===== src/rtl/qed_dup_scheduler.sv =====
// QED duplicate scheduler: forwards the IFU stream to decode, queues
// duplicable instructions and replays them with regs moved to x16-x31.
// Ports:
//   clk, rst_n         clock, async active-low reset
//   qed_ena            QED mode enable
//   qed_exec_dup       request to switch to the duplicate phase
//   ifu_instruction    instruction from IFU
//   ifu_valid          IFU valid
//   ifu_ready          IFU ready
//   qed_instruction    instruction to decode
//   qed_valid          decode valid
//   qed_ready          decode ready
//   qed_is_dup         output word is a replayed duplicate
//   fifo_count         queued entries
//   fifo_full          queue holds DEPTH entries
module qed_dup_scheduler #(
  parameter int DEPTH = 16,
  parameter int CNT_W = 5
) (
  input  logic             clk,
  input  logic             rst_n,
  input  logic             qed_ena,
  input  logic             qed_exec_dup,
  input  logic [31:0]      ifu_instruction,
  input  logic             ifu_valid,
  output logic             ifu_ready,
  output logic [31:0]      qed_instruction,
  output logic             qed_valid,
  input  logic             qed_ready,
  output logic             qed_is_dup,
  output logic [CNT_W-1:0] fifo_count,
  output logic             fifo_full
);

  localparam int AW = $clog2(DEPTH);
  localparam logic [31:0] NOP = 32'h0000_0013;

  typedef enum logic [1:0] {
    S_PASS,
    S_ORIG,
    S_DUP
  } state_t;

  state_t           r_state;
  logic [31:0]      r_mem [DEPTH];
  logic [AW-1:0]    r_wptr;
  logic [AW-1:0]    r_rptr;
  logic [CNT_W-1:0] r_cnt;

  logic [6:0]       w_iop;
  logic             w_can;
  logic [31:0]      w_head;
  logic [6:0]       w_hop;
  logic             w_hr, w_hi, w_hl, w_hs;
  logic             w_hb, w_hlui, w_hau;
  logic [31:0]      w_remap;
  logic             w_full;
  logic             w_push;
  logic             w_pop;
  logic [CNT_W-1:0] w_cnt_nx;

  function automatic logic [4:0] f_up(
    input logic [4:0] f
  );
    return (f == 5'd0) ? 5'd0 : (f | 5'b10000);
  endfunction

  assign w_iop = ifu_instruction[6:0];
  assign w_can = (w_iop == 7'b0110011) |
                 (w_iop == 7'b0010011) |
                 (w_iop == 7'b0000011) |
                 (w_iop == 7'b0100011) |
                 (w_iop == 7'b1100011) |
                 (w_iop == 7'b0110111) |
                 (w_iop == 7'b0010111);

  assign w_head = r_mem[r_rptr];
  assign w_hop  = w_head[6:0];
  assign w_hr   = (w_hop == 7'b0110011);
  assign w_hi   = (w_hop == 7'b0010011);
  assign w_hl   = (w_hop == 7'b0000011);
  assign w_hs   = (w_hop == 7'b0100011);
  assign w_hb   = (w_hop == 7'b1100011);
  assign w_hlui = (w_hop == 7'b0110111);
  assign w_hau  = (w_hop == 7'b0010111);

  // S and B keep bits [11:7]: they are immediate bits there
  always_comb begin
    w_remap = w_head;
    if (w_hr | w_hi | w_hl | w_hlui | w_hau)
      w_remap[11:7] = f_up(w_head[11:7]);
    if (w_hr | w_hi | w_hl | w_hs | w_hb)
      w_remap[19:15] = f_up(w_head[19:15]);
    if (w_hr | w_hs | w_hb)
      w_remap[24:20] = f_up(w_head[24:20]);
  end

  assign w_full = (r_cnt == CNT_W'(DEPTH));

  always_comb begin
    qed_instruction = NOP;
    qed_valid       = 1'b0;
    ifu_ready       = 1'b0;
    qed_is_dup      = 1'b0;
    if (rst_n) begin
      unique case (r_state)
        S_PASS: begin
          qed_instruction = ifu_instruction;
          qed_valid       = ifu_valid;
          ifu_ready       = qed_ready;
        end
        S_ORIG: begin
          qed_instruction = ifu_instruction;
          qed_valid       = ifu_valid & ~w_full;
          ifu_ready       = qed_ready & ~w_full;
        end
        S_DUP: begin
          qed_instruction = w_remap;
          qed_valid       = (r_cnt != '0);
          qed_is_dup      = 1'b1;
        end
        default: ;
      endcase
    end
  end

  assign w_push = (r_state == S_ORIG) & ifu_valid &
                  ifu_ready & w_can;
  assign w_pop  = (r_state == S_DUP) & qed_valid &
                  qed_ready;
  assign w_cnt_nx = r_cnt + CNT_W'(w_push) -
                    CNT_W'(w_pop);

  assign fifo_count = r_cnt;
  assign fifo_full  = w_full;

  always_ff @(posedge clk) begin
    if (w_push)
      r_mem[r_wptr] <= ifu_instruction;
  end

  always_ff @(posedge clk or negedge rst_n) begin
    if (!rst_n) begin
      r_state <= S_PASS;
      r_wptr  <= '0;
      r_rptr  <= '0;
      r_cnt   <= '0;
    end else begin
      r_cnt <= w_cnt_nx;
      if (w_push)
        r_wptr <= r_wptr + AW'(1);
      if (w_pop)
        r_rptr <= r_rptr + AW'(1);
      unique case (r_state)
        S_PASS: begin
          if (qed_ena)
            r_state <= S_ORIG;
        end
        S_ORIG: begin
          // queued entries are drained before PASS
          if (!qed_ena)
            r_state <= (w_cnt_nx == '0) ? S_PASS : S_DUP;
          else if ((qed_exec_dup ||
                    w_cnt_nx == CNT_W'(DEPTH)) &&
                   w_cnt_nx != '0)
            r_state <= S_DUP;
        end
        S_DUP: begin
          if (r_cnt == '0 || (w_pop && r_cnt == CNT_W'(1)))
            r_state <= qed_ena ? S_ORIG : S_PASS;
        end
        default: r_state <= S_PASS;
      endcase
    end
  end

endmodule


===== config.mk =====
export PLATFORM = sky130hd
export DESIGN_NAME = qed_dup_scheduler
export DESIGN_NICKNAME = d
export VERILOG_FILES = /design/src/rtl/qed_dup_scheduler.sv
export SDC_FILE = /design/constraint.sdc
export NUM_CORES = 1
export LEC_CHECK = 0
export ABC_AREA = 1
export CAP_MARGIN = 20
export CORE_ASPECT_RATIO = 1.5
export CORE_MARGIN = 1
export CORE_UTILIZATION = 26
export DETAILED_ROUTE_END_ITERATION = 7
export DONT_BUFFER_PORTS = 1
export GPL_TIMING_DRIVEN = 0
export SYNTH_ARGS = -nofsm -noshare
export SYNTH_HDL_FRONTEND = slang
export SYNTH_SLANG_ARGS = --single-unit

===== constraint.sdc =====
create_clock -name clk -period 9.6 [get_ports clk]
set_clock_uncertainty 0.2 [all_clocks]
set_input_delay 0.48 -clock clk [delete_from_list [all_inputs] [get_ports clk]]
set_output_delay 0.48 -clock clk [all_outputs]
set_load 0.01 [all_outputs]

# --- Word level (Yosys, flattened, before mapping) ---
# Memories as Yosys holds them, arrays and structs flattened.
# Cells that the tools add are included.
totals:
  reg_bits: 15
  latchBits: 0
  ram_bits: 512
  romBits: 0
  in_bits: 38
  out_inout_bits: 41
  elab_cells: 90
  memories: 1
classes:
  n_addsub: 4
  n_mul: 0
  n_div: 0
  n_lt_le_gt_ge: 0
  eq_ne: 22
  shift: 0
  mux: 23
  bitwise: 22
  n_reduce_logical: 14
memory_table:
  columns: ["memory", "depth", "width", "rd", "rd_ports_with_merged_regs", "wr", "line", "source"]
  rows:
  - ["r_mem", 16, 32, 1, 0, 1, "45", "logic [31:0] r_mem [DEPTH];"]
ops:
  columns: ["op", "n"]
  rows:
  - ["one-hot mux 32 bit (2 select lines)", 1]
  - ["equality test 7 x 6 -> 1 bit, second input constant", 6]
  - ["2-to-1 mux 32 bit", 1]
  - ["2-to-1 mux 5 bit", 6]
  - ["equality test 7 x 5 -> 1 bit, second input constant", 4]
  - ["logical NOT 5 bit", 5]
  - ["equality test 7 x 2 -> 1 bit, second input constant", 2]
  - ["equality test 7 bit, second input constant", 2]
  - ["bitwise OR 1 bit", 14]
  - ["equality test 5 bit, second input constant", 2]
  - ["2-to-1 mux 2 bit", 5]
  - ["nonzero test 5 bit", 2]
  - ["adder 4 x 1 -> 4 bit, second input constant", 2]
  - ["bitwise AND 1 bit", 7]
  - ["2-to-1 mux 1 bit", 7]
  - ["one-hot mux 2 bit (3 select lines)", 1]
  - ["adder 5 x 1 -> 5 bit", 1]
  - ["equality test 5 x 1 -> 1 bit, second input constant", 1]
  - ["subtractor 5 x 1 -> 5 bit", 1]
  - ["inequality test 3 x 2 -> 1 bit, second input constant", 1]
  - ["one-hot mux 1 bit (3 select lines)", 1]
  - ["AND reduction 3 bit", 1]
  - ["equality test 2 x 1 -> 1 bit, second input constant", 1]
  - ["equality test 2 bit, second input constant", 1]
  - ["8 further kinds", 10]

# --- Logic depth before layout (Yosys ltp) ---
# Gate-level depths: netlist of run 1.
logic_depth:
  word_depth: 16
  depth_mapped: 21
  ltp_nobuf: 21

# --- Least setup slack after synthesis of run 1 ---
# No wires, ideal clock.
synth_path:
  kind: "input-to-reg"
  start: "input rst_n"
  end: "memory r_mem[7][0], enable pin"
  setup_time_ns: 0.461
  arrival_ns: 3.699
  t_required_ns: 8.939
  setup_slack_ns: 5.240
  path_stages: 6
  n_path_buf: 0
  path_cell_list: "inv_1 > nor2_1 > nand3_1 > nor2_2 > nand2_1 > nor3_1"
synth_between:
  elab_chain_cells: 5
synth_lines:
  columns: ["item", "line", "source"]
  rows:
  - ["from (decl)", "21", "input logic rst_n,"]
  - ["2-to-1 mux 1 bit", "105", "if (rst_n) begin"]
  - ["bitwise AND 1 bit", "127", "assign w_push = (r_state == S_ORIG) & ifu_valid &"]
  - ["bitwise AND 1 bit", "128", "ifu_ready & w_can;"]
  - ["2-to-1 mux 1 bit", "138", "if (w_push)"]
  - ["2-to-1 mux 1 bit (not written as such)", "139", "r_mem[r_wptr] <= ifu_instruction;"]
  - ["to (decl)", "45", null]
# No other way between the ends.

# --- Worst setup path after layout of run 1 ---
layout_path:
  start: "register r_cnt[2] (netlist: fifo_count[2])"
  end: "register r_state[0]"
layout_between:
  elab_cells_between_ends: 26
  cone_classes: "add/sub: 2; eq/ne: 5; mux: 4; bitwise: 7; reduce/logical: 8"
layout_rtl:
  columns: ["item", "line", "source"]
  rows:
  - ["from (decl)", "48", "logic [CNT_W-1:0] r_cnt;"]
  - ["from (signal assigned)", "149", "r_cnt <= w_cnt_nx;"]
  - ["equality test 5 bit (*)", "98", "assign w_full = (r_cnt == CNT_W'(DEPTH));"]
  - ["named net fifo_full", "32", "output logic fifo_full"]
  - ["NOT 1 bit (*)", "114", "qed_valid = ifu_valid & ~w_full;"]
  - ["bitwise AND 1 bit (*)", "114", null]
  - ["one-hot mux 1 bit (3 select lines) (*)", "106", "unique case (r_state)"]
  - ["2-to-1 mux 1 bit (*)", "105", null]
  - ["bitwise AND 1 bit (*) (2 in a row)", "129", "assign w_pop = (r_state == S_DUP) & qed_valid &"]
  - ["named net w_pop", "59", "logic w_pop;"]
  - ["subtractor 5 x 1 -> 5 bit (*)", "131", "assign w_cnt_nx = r_cnt + CNT_W'(w_push) -"]
  - ["named net w_cnt_nx[4]", "60", "logic [CNT_W-1:0] w_cnt_nx;"]
  - ["equality test 5 bit", "164", "w_cnt_nx == CNT_W'(DEPTH)) &&"]
  - ["logical OR 1 bit", "163", "else if ((qed_exec_dup ||"]
  - ["logical AND 1 bit (*)", "164", null]
  - ["inequality test 3 x 2 -> 1 bit (no line) (*)", null, null]
  - ["AND reduction 3 bit (no line) (*)", null, null]
  - ["to (signal assigned)", "162", "r_state <= (w_cnt_nx == '0) ? S_PASS : S_DUP;"]
  - ["to (signal assigned)", "170", "r_state <= qed_ena ? S_ORIG : S_PASS;"]
  - ["to (decl)", "44", "state_t r_state;"]
# Mark *: on every way through the listed nets, which the timed path passes. The rest lies on a longest branch.
# A chain may end at the register's enable or synchronous reset.

==> qor.yml, run 1 <==
run_status:
  status: "finished clean"
sta:
  fmaxAchievable_mhz: 237
  setup_viol: 0
  worst_pin_slew_ps: 1000
  fin_tns_setup_ps: 0
  drv_slew: 0
  rsz0062_at_grt: "false"
  min_period_over_period_pct: 44.0
  whs_ps: 53.8
  min_period_ps: 4230
  slew_headroom_pct: 33.1
  hold_viol_final: 0
synth:
  yosysSeqAreaShare_pct: 72.7
  yosysWarnings: 0
  syn_nets: 1896
  synthCells: 1846
  synth_area_sq_um: 21700
  ys_seq_elements: 527
  avgSynthCellArea_sq_um: 11.7
  netlist-cell-type-count: 31
die:
  core.rowCount: 129
  chipHeight_um: 356
  num_io_pins: 79
  core-area_sq_um: 82500
  initial_utilization_pct: 26.3
  die_x_um: 238
  dieArea_sq_um: 84500
power_and_ir_drop:
  p_leak_nw: 8.80
  vdd_drop_max_v: 0.000137
  total_power_mw: 7.10
  powerDensity_nw_per_um2: 279
route:
  via_count: 14939
  firstDrtPassIters: 6
  drt-vias-per-instance: 4.82
  wl_mm: 70.5
  antenna_left: 0
  drc: 0
  drt_iter0_markers: 1403
  wl_per_cell_um: 22.8
clock_network:
  clk_latency_ps: 570
  cts_tree: "done"
  cts_setup_buffers: 0
  clk_path_buf_depth: 3
  htreeDepth: 2
  cts_root_buf: "clkbuf_16"
  cts.sinks: 527
  numCtsBuffers: 45
  clk_pin_slew_ps: 70
placement:
  dpl.hpwl_mm: 46.8
  io_buffers: 0
  gp_congestion: 0.855
finish:
  diodes: 0
  register_area_sq_um: 15800
  final_common_cell: "edfxtp_1"
  fin_nets: 1998
  final_layout_size_suffix_gt1_share_pct: 8.47
  area_growth_pct: 17.3
  mostFrequentLayoutCells: "edfxtp_1, nand2_1, nor2_1"
  multi_input_area_sq_um: 5290
  fillers: 8227
  final_core_util_pct: 30.8
global_routing:
  gr-total-overflow: 0
  grt_max_degree: 24
  antenna_found_initial: 3
  grt_pass1_wl_mm: 101
  gr-usage-all-layers_pct: 16.5
  first_global_vias: 15108
critical_path:
  crit_fanout: 6
  arrival_ps: 4480
  start_kind: "register"
  required_ps: 9850
  criticalPathCategory: "reg2reg"
  end_kind: "register"
min_path:
  min_path_type: "in2reg"
job:
  max-cap-violations: 0
-- metrics by stage --
step	cells	cell area, sq um	setup slack, ps
global route	3097	25400	5140
global placement	2959	23100	1150
finish	3097	25400	5370
floorplan	1846	21700	5240
detailed placement	2980	23600	5400
CTS	3097	25400	5390
-- state kept, by name (all words and copies together) (netlist names) --
name / count
fifo_count: 5
r_mem: 512
r_rptr: 4
r_state: 2
r_wptr: 4
-- final cells by class --
cell class,instances,area share [%]
clock buffers,54,4.73
well taps,1113,5.48
repair buffers,55,2.89
clock inverters,29,1.16
multi-input cells,1140,20.8
plain buffers,104,1.86
flip-flops and latches,527,62.0
inverters,75,1.11
-- final timing paths --
path                                from            end  slack (ps)  cells past startpoint
min in group asynchronous          rst_n  fifo_count[1]         230                      1
setup / recovery           fifo_count[2]     r_state[0]        5370                     21
hold / removal              qed_exec_dup     r_state[1]          50                      4
hold reg to reg                r_wptr[0]      r_wptr[0]         380                      1
max in group asynchronous          rst_n      r_rptr[2]        8450                      1
setup reg to reg           fifo_count[2]     r_state[0]        5370                     21
-- timing repair --
action | in CTS | in global routing
resized for setup | 0 | 0
hold endpoints to repair | 529 | 0
hold buffers | 34 | 0
-- report_power, final --
| part | switching [mW] | internal, mW |
|---|---|---|
| clock network | 0.830 | 1.06 |
| logic | 1.94 | 0.698 |
| registers | 0.0333 | 2.55 |
| total | 2.80 | 4.30 |
-- synth_stat cells (all sizes together) --
master,count,area [sq um]
nand3,112,561
clkbuf,34,128
clkinv,1,3.75
nand2,441,1660
ha,11,138
nand4,2,12.5
o221ai,13,114
o211ai,15,113
a22o,17,149
fa,1,20.0
o21bai,1,7.51
nor2,275,1040
o221a,1,11.3
edfxtp,512,15400
inv,74,278
buf,70,344
a21oi,40,200
o22ai,28,175
a31oi,2,12.5
o21ai,162,811
o2111ai,2,17.5
nor3,4,20.0
dfrtp,15,375
xor2,10,87.6
a32o,2,20.0
a31o,1,8.76
-- worst max-delay path: stages, from the launching register on --
cell and delay, ps:
dfrtp_1 440, inv_1 120, ha_1 170, nand2_1 90
nor3_1 430, nand2_1 140, nand3_1 100, nand2_1 90
nand2_1 150, inv_1 180, ha_1 330, inv_1 40
ha_1 200, fa_1 430, a21oi_1 140, nor2_1 50
nor2_1 100, xor2_1 260, nand3_1 110, nand2_1 80
nor2_1 50, a31o_2 210
-- per-layer routing --
layer	share of wire, %	GRT usage [%]
met1	36	17.6
met4	4.8	8.50
met5	0.040	0
met3	6.5	2.63
met2	53	30.8
-- cells by family (layout without fill, tap and decap cells) --
kind of cell / Yosys count / in the layout / synth area share (%)
AOI/OAI and AO/OA: 284 / 284 / 7.56
xor gates and xnor gates: 10 / 10 / 0.404
adders and majority gates: 12 / 12 / 0.727
buffers and inverters: 179 / 317 / 3.48
DFF: 527 / 527 / 72.7
and+or+nand+nor: 834 / 834 / 15.2
No activity file was read; power rests on OpenSTA's default activity.
==> run 2: changes to the inputs <==
Clock period 9.6 ns to 4.3 ns, I/O delays scaled along.
==> qor.yml, run 2 (synthesized netlist as in run 1, its figures left out) <==
run_status:
  status: "finished clean"
sta:
  rsz0062_at_grt: "false"
  slew_headroom_pct: 30.8
  min_period_over_period_pct: 94.6
  whs_ps: 20.9
  setup_viol: 0
  hold_viol_final: 0
  drv_slew: 0
  fmaxAchievable_mhz: 246
  worst_pin_slew_ps: 1040
  min_period_ps: 4070
finish:
  final_layout_size_suffix_gt1_share_pct: 8.36
  final_common_cell: "edfxtp_1"
  final_cell_count_no_fill: 3099
  top_register: "r_mem"
  largest_register_ffs: 512
  fin_area_sq_um: 25500
  mostFrequentLayoutCells: "edfxtp_1, nand2_1, nor2_1"
  fin_nets: 2003
  area_growth_pct: 17.7
placement:
  dpl.hpwl_mm: 47.4
  gp_congestion: 0.843
  place_inst: 2977
  io_buffers: 0
  dpl_cell_area_sq_um: 23600
clock_network:
  clk_pin_slew_ps: 70
  cts.sinks: 527
  cts_tree: "done"
  numCtsBuffers: 46
  cts_setup_buffers: 0
  clk_latency_ps: 580
  htreeDepth: 2
  clk_path_buf_depth: 3
  cts_root_buf: "clkbuf_16"
job:
  max-cap-violations: 0
power_and_ir_drop:
  vdd_drop_max_v: 0.000319
  p_sw_share_pct: 39.2
  switching_power_mw: 6.26
  powerDensity_nw_per_um2: 627
  seqPwrFrac_pct: 36.0
  clkPwrFrac_pct: 27.1
  intPower_mw: 9.72
  comb_power_share_pct: 36.8
  p_leak_nw: 8.84
critical_path:
  start_kind: "register"
  crit_path_max_incr_delay_ps: 570
  cp_slowest_cell: "buf_1"
  cp_top_family: "simple AND/OR/NAND/NOR gates"
  criticalPathCategory: "reg2out"
  end_kind: "output pin"
  crit_buf_inv: 4
  crit_fanout: 10
  crit_path_cell_trace: "buf_2, inv_1, buf_2, buf_1, a21oi_1, nor2_1, nand2_1, nand2_1, nor2_1, nand2_1, nand3_1, nand2_1, nand2_1, nand2_1"
  arrival_ps: 3650
  crit_top_cell: "nand2_1"
  required_ps: 3880
global_routing:
  grt_max_degree: 24
  grt_pass1_wl_mm: 102
  antenna_found_initial: 1
  first_global_vias: 15129
  gr-total-overflow: 0
  gr-usage-all-layers_pct: 16.6
route:
  drc: 0
  drt_iter0_markers: 1663
  via_count: 14922
  antenna_left: 0
  wl_mm: 71.3
  wl_per_cell_um: 23.0
  firstDrtPassIters: 6
  drt-vias-per-instance: 4.82
die:
  chipHeight_um: 356
  initial_utilization_pct: 26.3
  num_io_pins: 79
  dieArea_sq_um: 84500
  die_x_um: 238
  core.rowCount: 129
  core-area_sq_um: 82500
min_path:
  min_path_type: "in2reg"
## run 2: cell type report
type | count | area [sq um]
Sequential cell | 527 | 15800
Fill cell | 8174 | 57000
Inverter | 75 | 282
Buffer | 104 | 472
Tap cell | 1113 | 1390
Antenna cell | 1 | 2.50
Multi-Input combinational cell | 1140 | 5300
Clock buffer | 52 | 1190
Timing Repair Buffer | 59 | 768
Clock inverter | 28 | 339
## run 2: repair_timing
| action | CTS | global route |
|---|---|---|
| hold buffers | 41 | 0 |
| hold endpoints to repair | 533 | 0 |
| resized for setup | 0 | 2 |
| setup endpoints to repair | 0 | 1 |
## run 2: path summary, 6_finish.rpt
path                               start                   to  slack, ps  cells past startpoint
setup / recovery               r_rptr[0]  qed_instruction[24]        230                     14
hold / removal                 ifu_valid            r_rptr[1]         20                      6
setup reg to reg           fifo_count[2]           r_state[0]        380                     21
hold reg to reg                r_wptr[0]            r_wptr[0]        370                      1
max in group asynchronous          rst_n           r_state[1]       2800                      2
min in group asynchronous          rst_n        fifo_count[0]        570                      2
## run 2: layer usage
metal | routed length [um] | vias to the layer above | share of wire, % | track usage, %
li1 | - | 6672 | - | -
met1 | 24700 | 7414 | 35 | 17.7
met2 | 37900 | 647 | 53 | 31.3
met3 | 5000 | 189 | 7.0 | 2.60
met4 | 3820 | 0 | 5.4 | 8.79
met5 | 0 | - | 0 | 0
## run 2: tightest hold or removal path, delay by kind of cell
kind	cells	cell delay (ps)
and+or+nand+nor	4	300
buffers and inverters	1	160
AOI/OAI and AO/OA	1	70
## run 2: per-stage QoR
step	worst slack, ps	setup TNS [ps]	utilization, %	power, mW
floorplan	769	0	-	9.40
global placement	-2310	-1099630	28.0	11.5
detailed placement	143	0	28.6	11.6
CTS	193	0	30.9	16.0
global route	145	0	30.9	16.7
finish	232	0	30.9	16.0
## run 2: power groups by stage
stage	Combinational [mW]	Sequential, mW	Clock, mW
after CTS	5.86	5.76	4.35
after floorplan	3.55	5.85	0
after global routing	6.38	5.76	4.53
after detailed placement	5.73	5.87	0
after global placement	5.65	5.87	0
final	5.89	5.76	4.33
